<file path="config.mk">
export PLATFORM = sky130hd
export DESIGN_NAME = sid_dac_serializer
export DESIGN_NICKNAME = d
export VERILOG_FILES = /design/src/rtl/sid_dac_serializer.sv
export SDC_FILE = /design/constraint.sdc
export NUM_CORES = 1
export LEC_CHECK = 0
export BUFFER_PORTS_ARGS = -buffer_cell sky130_fd_sc_hd__buf_2
export CORE_ASPECT_RATIO = 2
export CORE_UTILIZATION = 58
export DETAILED_ROUTE_END_ITERATION = 8
export PLACE_DENSITY = 0.84
export SYNTH_ARGS = -nofsm -noshare
export SYNTH_HDL_FRONTEND = slang
export SYNTH_SLANG_ARGS = --single-unit
</file>
<file path="constraint.sdc">
create_clock -name clk -period 4.71 [get_ports clk]
set_input_delay 0.7065 -clock clk [delete_from_list [all_inputs] [get_ports clk]]
set_output_delay 0.7065 -clock clk [all_outputs]
set_load 0.02 [all_outputs]
</file>
<file path="src/rtl/sid_dac_serializer.sv">
// Stereo parallel-to-serial output stage for the SID core: shifts two samples out
// MSB-first in lockstep on a shared bit clock, then pulses the DAC latch enable.
module sid_dac_serializer #(
    parameter int DATA_W  = 16,
    parameter int CLK_DIV = 2
) (
    input  logic              clk,
    input  logic              rst,
    input  logic [DATA_W-1:0] sample_1,
    input  logic [DATA_W-1:0] sample_2,
    input  logic              sample_valid,
    output logic              sample_ready,
    output logic              DAC_clk,
    output logic              DAC_dat_1,
    output logic              DAC_dat_2,
    output logic              DAC_le,
    output logic              underrun
);

    localparam int PH_W  = $clog2(2 * CLK_DIV);
    localparam int BIT_W = $clog2(DATA_W);

    localparam logic [PH_W-1:0]  PH_LAST = PH_W'(2 * CLK_DIV - 1);
    localparam logic [PH_W-1:0]  PH_HI   = PH_W'(CLK_DIV);
    localparam logic [PH_W-1:0]  LE_LAST = PH_W'(CLK_DIV - 1);
    localparam logic [BIT_W-1:0] BIT_TOP = BIT_W'(DATA_W - 1);

    typedef enum logic [1:0] {IDLE, SHIFT, LATCH} state_t;

    state_t             r_state, w_next;
    logic [PH_W-1:0]    r_phase, w_phase;
    logic [BIT_W-1:0]   r_bit, w_bit;
    logic [DATA_W-1:0]  r_sh1, r_sh2, w_sh1, w_sh2;
    logic               r_ready, r_dclk, r_dat1, r_dat2, r_le, r_uf, r_first_idle;
    logic               w_capture;

    assign w_capture = (r_state == IDLE) && sample_valid && r_ready;

    always_ff @(posedge clk or posedge rst) begin
        if (rst) r_state <= IDLE;
        else     r_state <= w_next;
    end

    always_comb begin
        w_next  = r_state;
        w_phase = r_phase;
        w_bit   = r_bit;
        w_sh1   = r_sh1;
        w_sh2   = r_sh2;
        case (r_state)
            IDLE: begin
                if (w_capture) begin
                    w_next  = SHIFT;
                    w_phase = '0;
                    w_bit   = BIT_TOP;
                    w_sh1   = sample_1;
                    w_sh2   = sample_2;
                end
            end
            SHIFT: begin
                // Advance to the next bit only on the high-to-low edge of DAC_clk.
                if (r_phase == PH_LAST) begin
                    w_phase = '0;
                    if (r_bit == '0) begin
                        w_next = LATCH;
                    end else begin
                        w_bit = r_bit - BIT_W'(1);
                        w_sh1 = {r_sh1[DATA_W-2:0], 1'b0};
                        w_sh2 = {r_sh2[DATA_W-2:0], 1'b0};
                    end
                end else begin
                    w_phase = r_phase + PH_W'(1);
                end
            end
            LATCH: begin
                if (r_phase == LE_LAST) begin
                    w_next  = IDLE;
                    w_phase = '0;
                end else begin
                    w_phase = r_phase + PH_W'(1);
                end
            end
            default: w_next = IDLE;
        endcase
    end

    // Pins are registered from next-state values so they line up with the state.
    always_ff @(posedge clk or posedge rst) begin
        if (rst) begin
            r_phase      <= '0;
            r_bit        <= '0;
            r_sh1        <= '0;
            r_sh2        <= '0;
            r_ready      <= 1'b0;
            r_dclk       <= 1'b0;
            r_dat1       <= 1'b0;
            r_dat2       <= 1'b0;
            r_le         <= 1'b0;
            r_uf         <= 1'b0;
            r_first_idle <= 1'b0;
        end else begin
            r_phase      <= w_phase;
            r_bit        <= w_bit;
            r_sh1        <= w_sh1;
            r_sh2        <= w_sh2;
            r_ready      <= (w_next == IDLE);
            r_dclk       <= (w_next == SHIFT) && (w_phase >= PH_HI);
            r_dat1       <= (w_next == SHIFT) && w_sh1[DATA_W-1];
            r_dat2       <= (w_next == SHIFT) && w_sh2[DATA_W-1];
            r_le         <= (w_next == LATCH);
            r_first_idle <= (r_state == LATCH) && (w_next == IDLE);
            // Flags a frame boundary that passed without a fresh pair waiting.
            r_uf         <= r_first_idle && !sample_valid;
        end
    end

    assign sample_ready = r_ready;
    assign DAC_clk      = r_dclk;
    assign DAC_dat_1    = r_dat1;
    assign DAC_dat_2    = r_dat2;
    assign DAC_le       = r_le;
    assign underrun     = r_uf;

endmodule

</file>
After elaboration in Yosys (flattened, before gate mapping)

Index checks and enable logic that the tools add are counted.

Add/subtract/negate cells: 2
$lt $le $gt $ge: 1
Eq/ne operators: 9
Multiplexer cells: 21
Reductions and logical operators: 13

Operators with widths:

| cell                  | number |
|---|---|
| $mux W16              | 6 |
| $pmux W16 S2          | 2 |
| $mux W2               | 7 |
| $mux W4               | 3 |
| $pmux W2 S3           | 2 |
| $pmux W4 S2           | 1 |
| $logic_and A1 B1 Y1   | 7 |
| $eq A2 B1 Y1 const B  | 3 |
| $eq A2 B2 Y1 const B  | 3 |
| $ne A2 B2 Y1 const B  | 3 |
| $logic_not A2 Y1      | 2 |
| $logic_not A4 Y1      | 1 |
| $reduce_and A4 Y1     | 1 |
| $sub A4 B1 Y4 const B | 1 |
| $add A2 B1 Y2 const B | 1 |
| $ge A2 B2 Y1 const B  | 1 |
| $reduce_bool A2 Y1    | 1 |
| $logic_not A1 Y1      | 1 |

Register bits: 47
Input bits: 35
Output and inout port bits: 6
Logic and storage cells: 60

Longest topological paths before layout

Depth after elaboration: 7
Depth in mapped cells: 6
Gate-level depth less buffers: 5

Worst setup path after synthesis

No wires, ideal clock.

Path kind: register to register
Start: reg r_bit[0]
End: reg r_dat1, in the netlist DAC_dat_1
Setup time: 0.126 ns
Arrival time: 1.603 ns
Data required time: 4.584 ns
Setup slack: 2.981 ns
Stages on the path, launching flop included: 7
Path buffers: 1
Clock period less this slack: 1.729 ns
Path through: dfrtp_1 > inv_1 > ha_1 > or3b_4 > and2_4 > buf_6 > a221o_1

Cells in the longest elaborated chain, start to end: 6
Elaborated cells between the ends (all ways): 9
Classes of those cells: 1 x eq/ne; 6 x mux; 2 x reduce/logical

Ends and longest elaborated chain:

| what                    | RTL line | source |
|---|---|---|
| start, declared         | 32       | `logic [BIT_W-1:0] r_bit, w_bit;` |
| start signal, assigned  | 103      | `r_bit <= w_bit;` |
| $logic_not A4 Y1 (*)    | 64       | `if (r_bit == '0) begin` |
| $mux W2                 | 64       |  |
| $mux W2                 | 62       | `if (r_phase == PH_LAST) begin` |
| $pmux W2 S3             | 50       | `case (r_state)` |
| $eq A2 B1 Y1            | 108      | `r_dat1 <= (w_next == SHIFT) && w_sh1[DATA_W-1];` |
| $logic_and A1 B1 Y1 (*) | 108      |  |
| end signal, assigned    | 108      |  |
| end, declared           | 34       | `logic r_ready, r_dclk, r_dat1, r_dat2, r_le, r_uf, r_first_idle;` |

Every way passes the cells marked *; elsewhere a longest branch is shown, timed or not. The select of a mux whose other input is x is not followed.
A chain may end at the register's enable or synchronous reset.

Worst setup path in the final report

Start: reg r_state[1]
End: reg r_sh1[4]

Cells in the longest elaborated chain, start to end: 5
Elaborated cells between the ends (all ways): 10
Classes of those cells: 4 x eq/ne; 1 x mux; 5 x reduce/logical

Ends and longest elaborated chain:

| what                              | RTL line | source |
|---|---|---|
| start, declared                   | 30       | `state_t r_state, w_next;` |
| start signal, assigned            | 41       | `else r_state <= w_next;` |
| $logic_not A2 Y1                  | 37, 50   |  |
| $logic_and A1 B1 Y1 (2 in series) | 37       | `assign w_capture = (r_state == IDLE) && sample_valid && r_ready;` |
| $ne A2 B2 Y1 (no line)            | -        |  |
| $reduce_and A4 Y1 (no line)       | -        |  |
| end signal, assigned              | 104      | `r_sh1 <= w_sh1;` |
| end, declared                     | 33       | `logic [DATA_W-1:0] r_sh1, r_sh2, w_sh1, w_sh2;` |

Several ways; a longest one is shown, not always the timed one.

==> results.md <==
* Outcome: completed
* Tmin final at 2380 ps
* Area contributors post-synth: dfrtp_1 55%, a221o_1 16%, and3_1 8.5%
* Largest net degree at the start of global routing at 48
* Clock root cell: clkbuf_8
* Post-synthesis sequential area ratio at 55.4%
* Port Buffers at 40
* Setup TNS at 0 ps
* Number of flops mapped to enable cells by yosys at 0
* Hold buffers post-CTS at 0
* Worst Hold Class: reg -> reg
* CTS tree: yes
* Gr usage total at 25.7%
* Peak supply drop at 0.324 mV
* Starting Density at 61.5%
* GR peak layer: met2
* Final non-filler cell total at 256
* Post-route antenna net violation count at 0
* CTS Buf Count at 5
* RSZ-0062 raised after global routing: false
* GRT met1 Usage at 30.1%
* Dpl cells at 249
* P&R area growth vs syn at 13.1%
* Global-route wire length before repair at 7.40 mm
* CTS Sinks at 47
* Rel. slew slack at 35.1%
* DR vias/cell at 6.27
* I/O pins at 41
* Final HPWL DP at 2.78 mm
* Combined area of the multi-input logic cells at 841 um^2
* Synth top area share at 55.4%
* Commonest cells in the netlist: 47 x dfrtp_1, 33 x a221o_1, 29 x and3_1
* Pre-CTS setup slack at 2380 ps
* Post-Synthesis Cells at 176
* Drc violations at 0
* Row count at 30
* Critical-path maximum fanout at 33
* R2r setup slk at 2330 ps
* Top FF cell, synth: dfrtp_1
* CP arrival at 2570 ps
* Fin Clk Skew at 3.46 ps
* Hold Fails Final Rpt at 0
* Antenna diode count at 0
* Period Utilization, post-route at 50.6%
* Worst-Margin Slew at 973 ps
* Seq. cell area at 1180 um^2
* Routability cong. at 0.849
* Finish-stage setup viols at 0
* WL per Instance at 16.9 um
* GR Layer Usage met3 at 5.15%
* CTS Buffer Depth at 2
* Worst setup SP type: flop
* Cell with the most instances after synthesis: dfrtp_1
* Core Util, Final at 69.6%
* CP endpoint kind: flop
* Vias at 1605
* GR Overflow Total at 0
* Synthesized area per cell at 12.1 um^2
* Total length of routed wires at 4.33 mm
* TritonRoute pass-1 iters at 4
* Critical path class: reg -> reg
* Post-synth top area cell: dfrtp_1
* Final critical-path setup slack at 2330 ps
* Layout cells sized above 1 at 26.0%
* Die Y-Extent at 87.6 um
* Number of global-route vias before repair at 1728
* H-Tree Depth at 2
* Post-CTS Resized at 0
* Overall Power at 0.00136 W
* DIE WIDTH at 44.8 um
* Worst-Skew Late Latency at 300 ps
* Antenna violations before repair at 0
* Core Area at 3450 um^2
* Syn_nets at 215
* Yosys warnings at 0
* Reg clk slew, reported paths at 80 ps
* Global Route met2 Usage at 42.9%
* Max cap viols at 0
* P_leak at 1.28 nW
* Post-Syn Area at 2120 um^2
* Max-slew violation count at 0
* Filler cell count at 272
* Synth cell types at 30
* Crit path required time at 4890 ps
* Total die area at 3920 um^2
* Final Net Count at 247
* Fraction of registers with async set/reset at 100%
* Power per Cell Area at 565 nW/um^2
* Fmax at 419 MHz
* DR iter-0 viols at 72
* Yosys reg bits at 47
* Setup Buffers After CTS at 0
==> critical path: stages, from the launching register on <==
cell     delay [ps]
dfrtp_1         540
and3b_1         930
a21oi_4         390
a221o_1         400
==> routing by layer <==
layer	vias to the layer above	routed length, um	part of all wire, %
met5	-	0	0
met1	803	1810	42
met4	0	140	3.2
met2	49	2220	51
li1	741	-	-
met3	12	160	3.7
==> registers in the layout, summed over array words and instances, names as in the netlist <==
signal        flops
sample_ready      1
r_sh1            16
DAC_dat_2         1
r_first_idle      1
r_bit             4
r_phase           2
DAC_clk           1
DAC_le            1
r_sh2            16
underrun          1
DAC_dat_1         1
r_state           2
==> power breakdown <==
part	leakage, nW	total, W	internal (W)	switching [W]
Combinational	0.632	0.000470	0.000235	0.000236
Clock	0.0470	0.000245	0.000115	0.000129
Sequential	0.599	0.000643	0.000550	0.0000939
Total	1.28	0.00136	0.000900	0.000459
==> through the flow <==
| stage | hold slack, ps | cell area, um^2 |
|---|---|---|
| 2_1_floorplan | 439 | 2120 |
| 3_3_place_gp | 460 | 2310 |
| 3_5_place_dp | 486 | 2310 |
| 4_1_cts | 513 | 2400 |
| 5_1_grt | 525 | 2400 |
| 6_report | 497 | 2400 |
==> final cells by class <==
type	count	share of cell area, %
Multi-Input combinational cell	105	35.0
Clock inverter	1	0.208
Inverter	8	1.25
Clock buffer	6	3.44
Tap cell	48	2.50
Sequential cell	47	49.0
Timing Repair Buffer	41	8.65
==> kinds of logic (layout without fill, tap and decap cells) <==
logic type / Yosys count / count (layout) / synth area share, %
AND/OR/NAND/NOR: 50 / 50 / 15.0
AO/OA/AOI/OAI: 49 / 49 / 21.3
flip-flops: 47 / 47 / 55.4
buffers and inverters: 24 / 56 / 5.07
adder cells (fa/ha/maj): 4 / 4 / 2.36
multiplexers: 2 / 2 / 0.942
==> path summary, 6_finish.rpt <==
kind,startpoint,endpoint,cells after the start
min in group asynchronous,rst,DAC_le,2
max,r_state[1],r_sh1[4],3
max in group asynchronous,rst,r_sh1[15],2
min,r_first_idle,underrun,1
min reg2reg,r_first_idle,underrun,1
max reg2reg,r_state[1],r_sh1[4],3
==> placed cells by master, fill, tap and decap left out, drive strengths merged, types with 2 or more instances in the layout <==
cell type   n
and3b       2
dfrtp      47
nor3b       2
nor2        4
a31o        2
a21oi       6
inv         8
and2        3
ha          4
buf        41
a221o      33
nor2b       3
a21boi      2
and3       29
clkbuf      6
a22o        2
nor3        2
mux2i       2
No activity file was read; power rests on OpenSTA's default activity.
